==> src/rtl/menu_select_ctrl_pkg.sv <==
// menu_pkg: button type codes, menu FSM states and index step helper shared with the drawing objects
package menu_pkg;
  localparam int MAX_BUTTONS = 8;
  typedef enum logic [2:0] {FREE = 3'b000, REGU = 3'b001, SLCT = 3'b010} button_type_t;
  typedef enum logic [2:0] {OFF, WAIT_RELEASE, READY, HOLD, LOCKED} menu_state_t;
  function automatic logic [2:0] step_idx(input logic [2:0] idx, input logic up, input int n, input bit wrap);
    logic [2:0] last;
    last = 3'(n - 1);
    if (up) return (idx == 3'd0) ? (wrap ? last : 3'd0) : idx - 3'd1;
    return (idx == last) ? (wrap ? 3'd0 : last) : idx + 3'd1;
  endfunction
endpackage

==> src/rtl/menu_select_ctrl_if.sv <==
// menu_select_ctrl_if: keyboard/frame inputs and button-type/choice outputs of the menu controller
interface menu_select_ctrl_if #(parameter int NUM_BUTTONS = 4);
  logic startOfFrame;
  logic menu_active;
  logic key_up;
  logic key_down;
  logic key_enter;
  logic [3*NUM_BUTTONS-1:0] button_type_vec;
  logic [2:0] selected_idx;
  logic choice_valid;
  logic [2:0] choice_idx;
  modport master (
    output startOfFrame, menu_active, key_up, key_down, key_enter,
    input button_type_vec, selected_idx, choice_valid, choice_idx
  );
  modport slave (
    input startOfFrame, menu_active, key_up, key_down, key_enter,
    output button_type_vec, selected_idx, choice_valid, choice_idx
  );
endinterface

==> src/rtl/menu_select_ctrl_key_edge_detect.sv <==
// key_edge_detect: one-cycle rise pulse from a key level using a delayed copy
module key_edge_detect (
  input  logic clk,
  input  logic resetN,
  input  logic key,
  output logic rise
);
  logic key_d;
  always_ff @(posedge clk or negedge resetN)
    if (!resetN) key_d <= 1'b0;
    else key_d <= key;
  assign rise = key & ~key_d;
endmodule

==> src/rtl/menu_select_ctrl.sv <==
// menu_select_ctrl: keyboard-driven menu selection with frame-paced auto-repeat and ENTER confirm
module menu_select_ctrl
  import menu_pkg::*;
#(
  parameter int NUM_BUTTONS   = 4,
  parameter int DEFAULT_IDX   = 0,
  parameter int HOLD_FRAMES   = 30,
  parameter int REPEAT_FRAMES = 8,
  parameter bit WRAP          = 1'b1
) (
  input logic clk,
  input logic resetN,
  menu_select_ctrl_if.slave bus
);
  localparam int CW = $clog2((HOLD_FRAMES > REPEAT_FRAMES ? HOLD_FRAMES : REPEAT_FRAMES) + 1);
  menu_state_t state, state_n;
  logic [2:0] sel, sel_n, ci, ci_n;
  logic [CW-1:0] cnt, cnt_n;
  logic dir, dir_n, cv, cv_n;
  logic [3*NUM_BUTTONS-1:0] btv, btv_n;
  logic rise_up, rise_down, rise_enter, any_key, released;
  key_edge_detect u_up    (.clk(clk), .resetN(resetN), .key(bus.key_up),    .rise(rise_up));
  key_edge_detect u_down  (.clk(clk), .resetN(resetN), .key(bus.key_down),  .rise(rise_down));
  key_edge_detect u_enter (.clk(clk), .resetN(resetN), .key(bus.key_enter), .rise(rise_enter));
  assign any_key  = bus.key_up | bus.key_down | bus.key_enter;
  // dir=1 means the HOLD was entered with key_up
  assign released = (dir ? ~bus.key_up : ~bus.key_down) | (bus.key_up & bus.key_down);
  always_ff @(posedge clk or negedge resetN)
    if (!resetN) begin
      state <= OFF;
      sel   <= 3'(DEFAULT_IDX);
      cnt   <= '0;
      dir   <= 1'b0;
      cv    <= 1'b0;
      ci    <= 3'd0;
      btv   <= '0;
    end else begin
      state <= state_n;
      sel   <= sel_n;
      cnt   <= cnt_n;
      dir   <= dir_n;
      cv    <= cv_n;
      ci    <= ci_n;
      btv   <= btv_n;
    end
  always_comb begin
    state_n = state;
    sel_n   = sel;
    cnt_n   = cnt;
    dir_n   = dir;
    cv_n    = 1'b0;
    ci_n    = ci;
    if (!bus.menu_active) state_n = OFF;
    else case (state)
      OFF: begin
        sel_n   = 3'(DEFAULT_IDX);
        state_n = any_key ? WAIT_RELEASE : READY;
      end
      WAIT_RELEASE: state_n = any_key ? WAIT_RELEASE : READY;
      READY:
        if (rise_enter) begin
          cv_n    = 1'b1;
          ci_n    = sel;
          state_n = LOCKED;
        end else if (rise_up ^ rise_down) begin
          sel_n   = step_idx(sel, rise_up, NUM_BUTTONS, WRAP);
          cnt_n   = CW'(HOLD_FRAMES);
          dir_n   = rise_up;
          state_n = HOLD;
        end
      HOLD:
        if (released) state_n = READY;
        else if (bus.startOfFrame) begin
          sel_n = (cnt == CW'(1)) ? step_idx(sel, dir, NUM_BUTTONS, WRAP) : sel;
          cnt_n = (cnt == CW'(1)) ? CW'(REPEAT_FRAMES) : cnt - CW'(1);
        end
      LOCKED: state_n = any_key ? LOCKED : READY;
      default: state_n = OFF;
    endcase
  end
  always_comb begin
    btv_n = '0;
    for (int i = 0; i < NUM_BUTTONS; i++)
      btv_n[3*i +: 3] = (state == OFF) ? FREE : (sel == 3'(i)) ? SLCT : REGU;
  end
  assign bus.button_type_vec = btv;
  assign bus.selected_idx    = sel;
  assign bus.choice_valid    = cv;
  assign bus.choice_idx      = ci;
endmodule

==> src/flat_wrapper.sv <==
// flat-port wrapper written by rule: the top's interface ports become plain ports
module menu_select_ctrl_flat import menu_pkg::*;
#(
  parameter int NUM_BUTTONS   = 4,
  parameter int DEFAULT_IDX   = 0,
  parameter int HOLD_FRAMES   = 30,
  parameter int REPEAT_FRAMES = 8,
  parameter bit WRAP          = 1'b1
)
  (clk, resetN, bus_startOfFrame, bus_menu_active, bus_key_up, bus_key_down, bus_key_enter, bus_button_type_vec, bus_selected_idx, bus_choice_valid, bus_choice_idx);
  menu_select_ctrl_if #(.NUM_BUTTONS(NUM_BUTTONS)) bus_i ();
  input logic clk;
  input logic resetN;
  input wire logic [$bits(bus_i.startOfFrame)-1:0] bus_startOfFrame;
  input wire logic [$bits(bus_i.menu_active)-1:0] bus_menu_active;
  input wire logic [$bits(bus_i.key_up)-1:0] bus_key_up;
  input wire logic [$bits(bus_i.key_down)-1:0] bus_key_down;
  input wire logic [$bits(bus_i.key_enter)-1:0] bus_key_enter;
  output wire logic [$bits(bus_i.button_type_vec)-1:0] bus_button_type_vec;
  output wire logic [$bits(bus_i.selected_idx)-1:0] bus_selected_idx;
  output wire logic [$bits(bus_i.choice_valid)-1:0] bus_choice_valid;
  output wire logic [$bits(bus_i.choice_idx)-1:0] bus_choice_idx;
  assign bus_i.startOfFrame = bus_startOfFrame;
  assign bus_i.menu_active = bus_menu_active;
  assign bus_i.key_up = bus_key_up;
  assign bus_i.key_down = bus_key_down;
  assign bus_i.key_enter = bus_key_enter;
  assign bus_button_type_vec = bus_i.button_type_vec;
  assign bus_selected_idx = bus_i.selected_idx;
  assign bus_choice_valid = bus_i.choice_valid;
  assign bus_choice_idx = bus_i.choice_idx;
  menu_select_ctrl #(.NUM_BUTTONS(NUM_BUTTONS), .DEFAULT_IDX(DEFAULT_IDX), .HOLD_FRAMES(HOLD_FRAMES), .REPEAT_FRAMES(REPEAT_FRAMES), .WRAP(WRAP)) u_core (.clk(clk), .resetN(resetN), .bus(bus_i));
endmodule
==> config.mk <==
export PLATFORM = sky130hd
export DESIGN_NAME = menu_select_ctrl_flat
export DESIGN_NICKNAME = d
export VERILOG_FILES = /design/src/rtl/menu_select_ctrl_pkg.sv /design/src/rtl/menu_select_ctrl_if.sv /design/src/rtl/menu_select_ctrl_key_edge_detect.sv /design/src/rtl/menu_select_ctrl.sv /design/src/flat_wrapper.sv
export SDC_FILE = /design/constraint.sdc
export NUM_CORES = 1
export LEC_CHECK = 0
export ABC_CLOCK_PERIOD_IN_PS = 2800
export CAP_MARGIN = 20
export CELL_PAD_IN_SITES_DETAIL_PLACEMENT = 1
export CELL_PAD_IN_SITES_GLOBAL_PLACEMENT = 1
export CORE_ASPECT_RATIO = 1.4
export CORE_MARGIN = 3
export CORE_UTILIZATION = 52
export DETAILED_ROUTE_END_ITERATION = 12
export DONT_BUFFER_PORTS = 1
export GPL_TIMING_DRIVEN = 0
export PLACE_DENSITY = 0.9
export SLEW_MARGIN = 25
export SYNTH_ARGS = -nofsm -noshare
export SYNTH_HDL_FRONTEND = slang
export SYNTH_HIERARCHICAL = 1
export SYNTH_SLANG_ARGS = --single-unit
==> constraint.sdc <==
create_clock -name clk -period 2.8 [get_ports clk]
set_clock_uncertainty 0.1 [all_clocks]
set_input_delay 0.7 -clock clk [delete_from_list [all_inputs] [get_ports clk]]
set_output_delay 0.7 -clock clk [all_outputs]
set_load 0.01 [all_outputs]
* Yosys cells after proc, flatten, opt, wreduce, memory -nomap -nowiden
Cells that the tools add are included.
** Word-level totals
- Bits in registers :: 31
- Word-level logic and storage cells :: 99
- Bits of input ports :: 7
- Output and inout port bits :: 19
** Cells by class
- Reductions and logical operators :: 10
- Bitwise logic cells :: 14
- Multiplexer cells :: 47
- $add $sub $neg :: 3
- Equality and inequality tests :: 15
** Operators with widths (number)
- 2-to-1 mux 3 bit :: 20
- 2-to-1 mux 5 bit :: 5
- 2-to-1 mux 1 bit :: 14
- == test 3 x 2 -> 1 bit, second input constant :: 4
- case mux 3 bit (4 select lines) :: 1
- 2-to-1 mux 2 bit :: 5
- case mux 5 bit (2 select lines) :: 1
- case mux 3 bit (3 select lines) :: 1
- AND reduction 7 bit :: 1
- == test 3 x 1 -> 1 bit, second input constant :: 2
- zero test 3 bit :: 2
- inequality test 2 bit, second input constant :: 3
- inverter 1 bit :: 6
- AND reduction 6 bit :: 1
- == test 5 x 1 -> 1 bit, second input constant :: 1
- subtractor 5 x 1 -> 5 bit, second input constant :: 1
- AND 1 bit :: 4
- inequality test 2 x 1 -> 1 bit, second input constant :: 2
- inequality test 4 x 2 -> 1 bit, second input constant :: 1
- AND reduction 4 bit :: 1
- adder 3 x 1 -> 3 bit, second input constant :: 1
- == test 3 bit, second input constant :: 1
- inequality test 3 x 2 -> 1 bit, second input constant :: 1
- bitwise OR 1 bit :: 3
- 7 further kinds :: 7

* Depth between registers and ports, before layout
Gate-level depths: netlist of run 1.
- Word-level depth :: 11
- Gate-level depth with buffers :: 6
- Gate-level depth less buffers :: 6

* Cells and area by module
The synthesis of run 1 kept the hierarchy.
** Modules (own cells, without submodules)
- menu_select_ctrl :: cells an instance 129, seq. area each 600.6 sq um, area each 1351.3 sq um, times used 1
- key_edge_detect :: cells an instance 2, seq. area each 25.0 sq um, area each 38.8 sq um, times used 3

* Least setup slack after synthesis of run 1
Ideal clock, no wire load.
- Kind :: input -> register
- Start point :: input port bus_key_down
- End point :: register u_core.sel[2] (netlist: u_core/bus.selected_idx[2])
- Arrival time :: 1.745 ns
- Buffers on the path :: 0
- Path slack :: 0.828 ns
- Setup time :: 0.128 ns
- Stages on the path :: 5
- Path through :: nor2b_4 > xor2_1 > a2bb2oi_1 > a21oi_2 > mux2_1
** Between the ends
- Longest elaborated chain between the ends :: 5
- Elaborated cells on any way between the ends :: 9
** Ends and longest elaborated chain
- start, declared :: line flat_wrapper.sv:17 : input wire logic [$bits(bus_i.key_down)-1:0] bus_key_down;
- inverter 1 bit :: line menu_select_ctrl.sv:27 : assign released = (dir ? ~bus.key_up : ~bus.key_down) | (bus.key_up & bus.key_down);
- 2-to-1 mux 1 bit :: line menu_select_ctrl.sv:27
- bitwise OR 1 bit :: line menu_select_ctrl.sv:27
- inequality test 2 bit (no source line)
- AND reduction 7 bit (no source line) *
- end signal, assigned :: line menu_select_ctrl.sv:31 : sel <= 3'(DEFAULT_IDX);
- end signal, assigned :: line menu_select_ctrl.sv:39 : sel <= sel_n;
- end, declared :: line menu_select_ctrl.sv:17 : logic [2:0] sel, sel_n, ci, ci_n;
Every way passes the cells marked *; elsewhere a longest branch is shown, timed or not.
A chain may end at the register's enable or synchronous reset.

* Worst setup path after layout of run 1
- Start point :: register u_core.cnt[1]
- End point :: register u_core.sel[2] (netlist: u_core/bus.selected_idx[2])
** Between the ends
- Longest elaborated chain between the ends :: 3
** Ends and longest elaborated chain
- start, declared :: line menu_select_ctrl.sv:18 : logic [CW-1:0] cnt, cnt_n;
- start signal, assigned :: line menu_select_ctrl.sv:40 : cnt <= cnt_n;
- == test 5 x 1 -> 1 bit :: line menu_select_ctrl.sv:74 : sel_n = (cnt == CW'(1)) ? step_idx(sel, dir, NUM_BUTTONS, WRAP) : sel;
- inequality test 2 x 1 -> 1 bit (no source line)
- AND reduction 7 bit (no source line)
Every way passes these cells.

==> results.json, run 1 <==
{
  "maxSlewViolCount": 0,
  "ioPinCount": 26,
  "grt_pass1_vias": 1102,
  "synth_edf_count": 0,
  "crit_type": "flop to flop",
  "groute.usage.overall_pct": 20.1,
  "dr.pass1.iters": 4,
  "synth_seq_cells": 27,
  "die_area_sq_um": 3500,
  "num_antenna_cells": 0,
  "min_path_type": "input pin to async pin",
  "dp_hpwl_um": 2360,
  "routed-via-count": 1007,
  "placed_area_sq_um": 1520,
  "vias_per_cell": 5.63,
  "syn_inst": 135,
  "clk_transition_reported_paths_ns": 0.14,
  "initial_core_util_pct": 55.0,
  "fin_area_sq_um": 1570,
  "grt.met2_usage_pct": 38.2,
  "syn_area_per_cell_sq_um": 10.9,
  "fill_cells": 298,
  "max_stage_delay_ns": 0.44,
  "antenna_found_initial": 0,
  "drtIter0Drc": 27,
  "rsz0062_at_grt": "no",
  "use_met1_pct": 21.9,
  "synth_top_area_share_pct": 46.0,
  "core_sq_um": 2670,
  "fin_crit_ns": 2.02,
  "ant_nets": 0,
  "cts_sinks": 27,
  "ys_warn_count": 6,
  "max-cap-violations": 0,
  "fmax_ghz": 0.494,
  "die_w_um": 50.9,
  "hold_buffers": 1,
  "grt_max_degree": 28,
  "cts_htree_levels": 1,
  "floorplan.rows": 22,
  "hold_viol": 0,
  "ys_types": 47,
  "critPathMaxFanout": 4,
  "synthArstFlopShare_pct": 100,
  "crit_chain": "inv_1, ha_1, nor4b_4, o2111ai_1, a21oi_2, mux2_1",
  "status": "completed",
  "fin_cells": 179,
  "drive_gt1_share_pct": 16.8,
  "startpoint_type": "flop",
  "ys_seq_area_share_pct": 46.0,
  "synthesis.area_sq_um": 1470,
  "ir_drop_mv": 0.373,
  "tns_ns": 0,
  "finalSetupViolCount": 0,
  "relSlewSlack_pct": 45.9,
  "clockRootBuffer": "clkbuf_4",
  "cp-end-kind": "flop",
  "synthFlopType": "dfrtp_1",
  "cts_tree": "yes",
  "syn2layout_area_growth_pct": 6.99,
  "postCtsSetupRepairBufs": 0,
  "drc": 0,
  "p_leak_nw": 0.722,
  "met3_usage_pct": 3.66,
  "power_density_nw_per_um2": 591,
  "placed_cells": 174,
  "totalWireLength_um": 3100,
  "ctsLongestPathBuffers": 2,
  "slowest_stage": "dfrtp_1",
  "grt_pass1_wl_um": 5180,
  "gp_congestion": 0.851,
  "grt-ovfl-total": 0,
  "die_h_um": 68.9,
  "clk_latency_ns": 0.33,
  "io_buffers": 0,
  "synthTopCellsByArea": "dfrtp_1, ha_1, nor2b_4",
  "busiest_layer": "met2",
  "synth_top_area_cell": "dfrtp_1",
  "drt-wirelength-per-cell_um": 17.3,
  "cp.arrival_ns": 2.15,
  "cts_resized": 0,
  "worst_pin_slew_ns": 0.805,
  "period_share_pct": 72.2,
  "layout.nets": 158,
  "numCtsBuffers": 3,
  "crit_required_ns": 2.93
}
where the power goes:
| part | total, mW | internal (mW) | switching (mW) |
|---|---|---|---|
| Combinational | 0.224 | 0.100 | 0.124 |
| Clock | 0.170 | 0.0559 | 0.114 |
| Sequential | 0.533 | 0.450 | 0.0836 |
| Total | 0.928 | 0.606 | 0.322 |
stage by stage:
stage | power, mW | util [%] | worst slack, ns | hold slack (ns)
6_report | 0.928 | 58.8 | 0.777 | 0.0676
4_1_cts | 0.937 | 58.8 | 0.759 | 0.0657
5_1_grt | 0.994 | 58.8 | 0.664 | 0.0549
3_3_place_gp | 0.733 | 57.1 | 0.623 | 0.305
2_1_floorplan | 0.690 | - | 0.828 | 0.304
3_5_place_dp | 0.756 | 57.1 | 0.586 | 0.305
worst paths after layout:
kind                                      start  slack (ns)                         end  depth (start not counted)
max                               u_core/cnt[1]        0.78  u_core/bus.selected_idx[2]                          6
min                                      resetN        0.07         u_core/u_down/key_d                          1
max reg2reg                       u_core/cnt[1]        0.78  u_core/bus.selected_idx[2]                          6
min reg2reg                u_core/u_enter/key_d        0.49             u_core/state[2]                          3
max in group asynchronous                resetN        2.38               u_core/cnt[2]                          1
min in group clk                   bus_key_down        0.29         u_core/u_down/key_d                          0
final cells by class:
cell class	count	area (sq um)	share of cell area, %
clock buffers	4	26.3	1.67
repair buffers	1	20.0	1.27
inverters	8	30.0	1.91
well taps	36	45.0	2.87
flip-flops and latches	27	676	43.0
plain buffers	7	52.6	3.35
multi-input cells	96	721	45.9
placed cells by master (no fill, tap or decap), drive strengths merged, types with 2 or more instances in the layout:
| master | count |
|---|---|
| a21boi | 2 |
| a21oi | 8 |
| a2bb2oi | 2 |
| a31oi | 2 |
| and2 | 2 |
| and3b | 2 |
| buf | 7 |
| clkbuf | 5 |
| conb | 4 |
| dfrtp | 27 |
| ha | 7 |
| inv | 8 |
| mux2 | 7 |
| nand2 | 9 |
| nand2b | 4 |
| nand3 | 2 |
| nor2 | 10 |
| nor2b | 5 |
| nor3 | 4 |
| nor3b | 4 |
| o2111ai | 2 |
| o21ai | 4 |
cell usage after synthesis, types with 2 or more instances:
library cell / number
a21oi_1: 7
ha_1: 7
nor2b_4: 3
nor2_1: 10
nor3b_1: 3
inv_1: 8
dfrtp_1: 27
a2bb2oi_1: 2
and2_1: 2
o21ai_0: 4
nor3_1: 3
nand2_1: 9
nand2b_1: 4
buf_4: 5
mux2_1: 3
o2111ai_1: 2
a31oi_1: 2
nor2b_1: 2
nand3_1: 2
mux2_2: 3
registers in the layout, summed over array words and instances (netlist names):
name / flops
u_core/bus.button_type_vec: 8
u_core/cnt: 5
u_core/bus.choice_idx: 3
u_core/bus.selected_idx: 3
u_core/state: 3
u_core/bus.choice_valid: 1
u_core/dir: 1
u_core/u_down/key_d: 1
u_core/u_enter/key_d: 1
u_core/u_up/key_d: 1
worst max-delay path, delay by kind of cell (launching register included):
kind	cells	cell delay, ns
AOI/OAI and AO/OA	2	0.49
DFF	1	0.44
buffers and inverters	1	0.09
and+or+nand+nor	1	0.28
adders and majority gates	1	0.17
muxes	1	0.36
cells by family after synthesis:
| kind of cell | after synthesis | synth area share, % |
|---|---|---|
| AO/OA/AOI/OAI | 28 | 13.6 |
| flip-flops | 27 | 46.0 |
| XOR/XNOR | 1 | 0.597 |
| adder cells (fa/ha/maj) | 7 | 5.97 |
| multiplexers | 8 | 6.31 |
| buffers and inverters | 15 | 5.63 |
| other | 1 | 0.256 |
| AND/OR/NAND/NOR | 48 | 21.6 |
routing by layer:
metal	vias to the layer above	share of wire (%)
li1	481	-
met2	15	57
met3	7	3.0
met1	504	38
met5	-	0
met4	0	1.7
(Power assumes the default switching activity.)
==> run 2: changes to the inputs <==
ABC_AREA = 1   (was unset)
ABC_CLOCK_PERIOD_IN_PS = 1800   (was 2800)
CORE_UTILIZATION = 40   (was 52)
PLACE_DENSITY = 0.82   (was 0.9)
clock period = 1.8 ns   (was 2.8 ns; I/O delays follow)
==> results.json, run 2 <==
{
  "initial_core_util_pct": 42.9,
  "ys_top_cells_by_count": "nand2_1, dfrtp_1, inv_1",
  "whs_endpoint": "u_core/u_enter/key_d",
  "r2r_cells": 10,
  "synth_top_area_cell": "dfrtp_1",
  "floorplan.rows": 26,
  "top_layer": "met4",
  "wl_met2_um": 1990,
  "ctsLongestPathBuffers": 2,
  "grt_max_degree": 28,
  "cts_tree": "yes",
  "routed-via-count": 1394,
  "ys_seq_area_share_pct": 42.1,
  "crit_chain": "nor2_2, buf_2, inv_1, nand2_1, nand2_1, nand2_1, nand2_1, nor2_1, nand3_1, nand2_1",
  "max-cap-violations": 0,
  "cts_htree_levels": 1,
  "synthesis.area_sq_um": 1600,
  "max_stage_delay_ns": 0.39,
  "ir_drop_mv": 0.627,
  "dr.pass1.iters": 4,
  "syn_area_per_cell_sq_um": 7.23,
  "die_h_um": 80.9,
  "groute.usage.overall_pct": 17.7,
  "cp-end-kind": "flop",
  "drive_gt1_share_pct": 12.6,
  "reg2reg_slack_ns": 0.20,
  "clk_latency_ns": 0.26,
  "drc": 0,
  "power_density_nw_per_um2": 895,
  "core_sq_um": 3740,
  "synth_xor_area_share_pct": 0.546,
  "maxSlewViolCount": 0,
  "die_area_sq_um": 4820,
  "synth_top_area_share_pct": 42.1,
  "fin_crit_ns": 1.60,
  "rr_endpoint": "u_core/bus.selected_idx[1]",
  "grt_pass1_wl_um": 6700,
  "synthAdderAreaFrac_pct": 5.46,
  "dp_hpwl_um": 2780,
  "largest_reg_flops": 8,
  "finalSetupViolCount": 0,
  "drtIter0Drc": 35,
  "tns_ns": 0,
  "clockRootBuffer": "clkbuf_8",
  "cpMostUsedCell": "nand2_1",
  "startpoint_type": "flop",
  "yosysMostFrequentCell": "nand2_1",
  "wl_met1_um": 1610,
  "muxShareOfSynthArea_pct": 0,
  "drt-wirelength-per-cell_um": 13.8,
  "layout_commonest_cell": "nand2_1",
  "timing.final.ws_setup_ns": 0.196,
  "r2r_start": "u_core/u_up/key_d",
  "grt-ovfl-total": 0,
  "die_w_um": 59.5,
  "rsz0062_at_grt": "no",
  "hold_ws_ns": 0.104,
  "numCtsBuffers": 3,
  "antenna_found_initial": 0,
  "p_leak_nw": 0.930,
  "io_buffers": 0,
  "crit_type": "flop to flop",
  "final_cell_mix": "nand2_1, dfrtp_1, inv_1",
  "layout.nets": 246,
  "ys_warn_count": 6,
  "critPathMaxFanout": 8,
  "synth_seq_cells": 27,
  "gp_congestion": 0.785,
  "synthArstFlopShare_pct": 100,
  "yosys.area_share.simple_pct": 38.3,
  "totalWireLength_um": 3780,
  "synth_compound_area_share_pct": 5.30,
  "syn_inst": 222,
  "cts_sinks": 27,
  "grt_pass1_vias": 1496,
  "min_path_type": "input pin to flop",
  "num_antenna_cells": 0,
  "wl_met3_um": 153,
  "ant_nets": 0,
  "synthFlopType": "dfrtp_1",
  "synthTopCellsByArea": "dfrtp_1, nand2_1, ha_1",
  "synth_edf_count": 0,
  "place_ws_ns": 0.0377,
  "ioPinCount": 26,
  "period_share_pct": 89.1,
  "hold_viol": 0,
  "worst_pin_slew_ns": 0.568,
  "ys_types": 24,
  "clk_transition_reported_paths_ns": 0.09,
  "crit_required_ns": 1.90,
  "fmax_ghz": 0.623,
  "slowest_stage": "dfrtp_1",
  "vias_per_cell": 5.11,
  "min_path_cells": 0,
  "relSlewSlack_pct": 62.0,
  "postCtsSetupRepairBufs": 0,
  "min_from": "bus_key_enter",
  "cp-startpoint": "u_core/u_up/key_d",
  "status": "completed",
  "synth_top_family_by_area": "simple AND/OR/NAND/NOR gates",
  "cp.arrival_ns": 1.71,
  "syn2layout_area_growth_pct": 8.97
}
-- run 2: cell count changes after synthesis, moves of 4 or more --
cell      change
nand2b_1      -4
nand2_1      +80
nand3_1      +14
inv_1        +15
nor2_1        +7
nand2_2       +5
-- run 2: worst max-delay path by stage --
stage | slack [ns] | depth (start not counted) | endpoint
after CTS | 0.1 | 9 | u_core/bus.selected_idx[2]
after global placement | 0.11 | 9 | u_core/bus.selected_idx[2]
after global routing | 0.04 | 10 | u_core/bus.selected_idx[0]
after detailed placement | 0.04 | 9 | u_core/bus.selected_idx[2]
after floorplan | 0.34 | 8 | u_core/bus.selected_idx[0]
final | 0.20 | 10 | u_core/bus.selected_idx[1]
-- run 2: cell type report --
class                      instances  area [sq um]
buffer                             5          35.0
sequential                        27           678
fill                             484          1990
timing repair buffer               2          30.0
clock buffer                       4          45.0
inverter                          25          93.8
tap                               42          52.6
multi-input combinational        168           813
-- run 2: critical path, delay by kind of cell, from the launching register on --
family                 cells  cell delay (ns)
AND/OR/NAND/NOR            8             0.77
flip-flops                 1             0.39
buffers and inverters      2             0.28
-- run 2: timing repair --
| action | 4_1_cts | 5_1_grt |
|---|---|---|
| resized for setup | 1 | 3 |
| endpoints found under the setup margin | 1 | 2 |
| endpoints found under the hold margin | 27 | 0 |
| pin swaps | 0 | 0 |
| hold buffers | 2 | 0 |
-- run 2: power by group --
| group | switching (mW) | total [mW] | internal [mW] | leakage (nW) |
|---|---|---|---|---|
| Combinational | 0.265 | 0.424 | 0.159 | 0.562 |
| Sequential | 0.104 | 0.799 | 0.695 | 0.345 |
| Clock | 0.183 | 0.342 | 0.158 | 0.0228 |
| Total | 0.552 | 1.56 | 1.01 | 0.930 |
-- run 2: metrics by stage --
step	utilization [%]	instance area [sq um]	power [mW]	cells
CTS	46.6	1740	1.59	273
global placement	44.6	1670	1.19	267
detailed placement	44.6	1670	1.21	267
floorplan	-	1620	1.11	225
finish	46.7	1750	1.56	273
global route	46.7	1750	1.70	273
-- run 2: layer usage --
| metal | vias to the layer above | GRT usage, % |
|---|---|---|
| met5 | - | 0 |
| met2 | 25 | 33.4 |
| met1 | 672 | 21.1 |
| li1 | 695 | - |
| met4 | 0 | 3.55 |
| met3 | 2 | 2.07 |
-- run 2: kinds of logic after synthesis --
logic type	count (synthesis)
buffers and inverters	30
other	1
DFF	27
and+or+nand+nor	140
xor gates and xnor gates	1
adders and majority gates	7
AOI/OAI and AO/OA	16
==> run 3: changes to the inputs <==
ABC_AREA = unset   (was 1)
CAP_MARGIN = unset   (was 20)
CORE_UTILIZATION = 43   (was 40)
PLACE_DENSITY = 0.81   (was 0.82)
==> results.json, run 3 (synthesis gave the netlist of run 1 again) <==
{
  "fin_crit_ns": 1.81,
  "max-cap-violations": 0,
  "slowest_stage": "dfrtp_1",
  "clk_latency_ns": 0.27,
  "critPathTopFamily": "compound AO/OA/AOI/OAI gates",
  "finalSetupViolCount": 2,
  "layout.nets": 165,
  "min_path_type": "input pin to flop",
  "cp-startpoint": "u_core/cnt[1]",
  "cts_sinks": 27,
  "hold_ws_ns": 0.101,
  "p_total_mw": 1.61,
  "grt_pass1_wl_um": 5690,
  "die_area_sq_um": 4160,
  "largest_reg_flops": 8,
  "power_density_nw_per_um2": 939,
  "cp-end-kind": "flop",
  "totalWireLength_um": 3590,
  "routed-via-count": 1054,
  "pwr-share-clk_pct": 21.0,
  "grt_max_degree": 28,
  "cts_tree": "yes",
  "relSlewSlack_pct": 44.0,
  "floorplan.rows": 24,
  "critPathMaxFanout": 4,
  "crit_type": "flop to flop",
  "status": "finished with violations",
  "io_buffers": 0,
  "clockRootBuffer": "clkbuf_8",
  "rsz0062_at_grt": "yes",
  "final_core_util_pct": 53.9,
  "fmax_ghz": 0.551,
  "p_sw_uw": 551,
  "period_share_pct": 101,
  "cts_htree_levels": 1,
  "p_sw_share_pct": 34.2,
  "layout_commonest_cell": "dfrtp_1",
  "tns_ns": -0.0184,
  "dr.pass1.iters": 3,
  "startpoint_type": "flop",
  "dp_hpwl_um": 2460,
  "vias_per_cell": 5.58,
  "violations": "setup timing",
  "crit_chain": "inv_2, ha_4, nor4b_4, o2111ai_2, a21oi_2, mux2_4",
  "die_h_um": 75.1,
  "drive_gt1_share_pct": 26.0,
  "hold_viol": 0,
  "numCtsBuffers": 3,
  "worst_pin_slew_ns": 0.833,
  "final_cell_mix": "dfrtp_1, buf_4, nor2_1",
  "drc": 0,
  "path_buf_inv": 1,
  "antenna_found_initial": 0,
  "ir_drop_mv": 0.677,
  "num_antenna_cells": 0,
  "gp_congestion": 0.798,
  "ant_nets": 0,
  "grt-ovfl-total": 0,
  "crit_required_ns": 1.86,
  "max_stage_delay_ns": 0.40,
  "internal_power_mw": 1.06,
  "groute.usage.overall_pct": 17.5,
  "syn2layout_area_growth_pct": 17.0,
  "timing.final.ws_setup_ns": -0.0136,
  "cp.arrival_ns": 1.87,
  "r2r_start": "u_core/cnt[1]",
  "core_sq_um": 3180,
  "drt-wirelength-per-cell_um": 19.0,
  "p_leak_nw": 0.780,
  "initial_core_util_pct": 46.1,
  "ctsLongestPathBuffers": 2,
  "min_from": "bus_key_enter",
  "ioPinCount": 26,
  "p_comb_share_pct": 27.5,
  "p_seq_share_pct": 51.5,
  "die_w_um": 55.4,
  "grt_pass1_vias": 1166,
  "clk_transition_reported_paths_ns": 0.09,
  "maxSlewViolCount": 0,
  "drtIter0Drc": 13
}
-- run 3: what timing repair did --
action / CTS / global route
resized for setup: 8 / 6
setup endpoints to repair: 3 / 7
endpoints found under the hold margin: 27 / 0
hold buffers: 2 / 0
buffers inserted: 4 / 2
pin swaps: 2 / 2
-- run 3: final timing paths --
path / to / depth (start not counted) / slack, ns
max in group asynchronous: u_core/dir / 2 / 0.90
min in group asynchronous: u_core/cnt[4] / 2 / 0.54
hold / removal: u_core/u_enter/key_d / 0 / 0.10
hold reg to reg: u_core/dir / 3 / 0.48
setup reg to reg: u_core/bus.selected_idx[2] / 6 / -0.01
setup / recovery: u_core/bus.selected_idx[2] / 6 / -0.01
-- run 3: power by group through the flow --
stage | Clock (mW) | Combinational [mW] | Sequential [mW]
floorplan | 0 | 0.263 | 0.811
detailed placement | 0 | 0.338 | 0.846
CTS | 0.355 | 0.403 | 0.831
global placement | 0 | 0.307 | 0.836
global route | 0.374 | 0.490 | 0.844
finish | 0.338 | 0.443 | 0.831
-- run 3: final cells by class --
| class | instances | area [sq um] |
|---|---|---|
| Fill cell | 356 | 1470 |
| Multi-Input combinational cell | 96 | 787 |
| Sequential cell | 27 | 677 |
| Timing Repair Buffer | 8 | 75.1 |
| Buffer | 7 | 53.8 |
| Tap cell | 39 | 48.8 |
| Clock buffer | 4 | 45.0 |
| Inverter | 8 | 30.0 |
-- run 3: layer usage --
metal,vias up,routed length [um],GRT usage [%]
met2,15,2080,34.3
met1,543,1390,19.2
li1,492,-,-
met5,-,0,0
met4,0,36,5.68
met3,4,87,2.92
-- run 3: per-stage QoR --
stage	instances	area (sq um)	setup WS, ns
2_1_floorplan	138	1480	0.0287
3_3_place_gp	177	1530	-0.147
3_5_place_dp	177	1530	-0.185
4_1_cts	187	1670	-0.00497
5_1_grt	189	1720	-0.136
6_report	189	1720	-0.0136
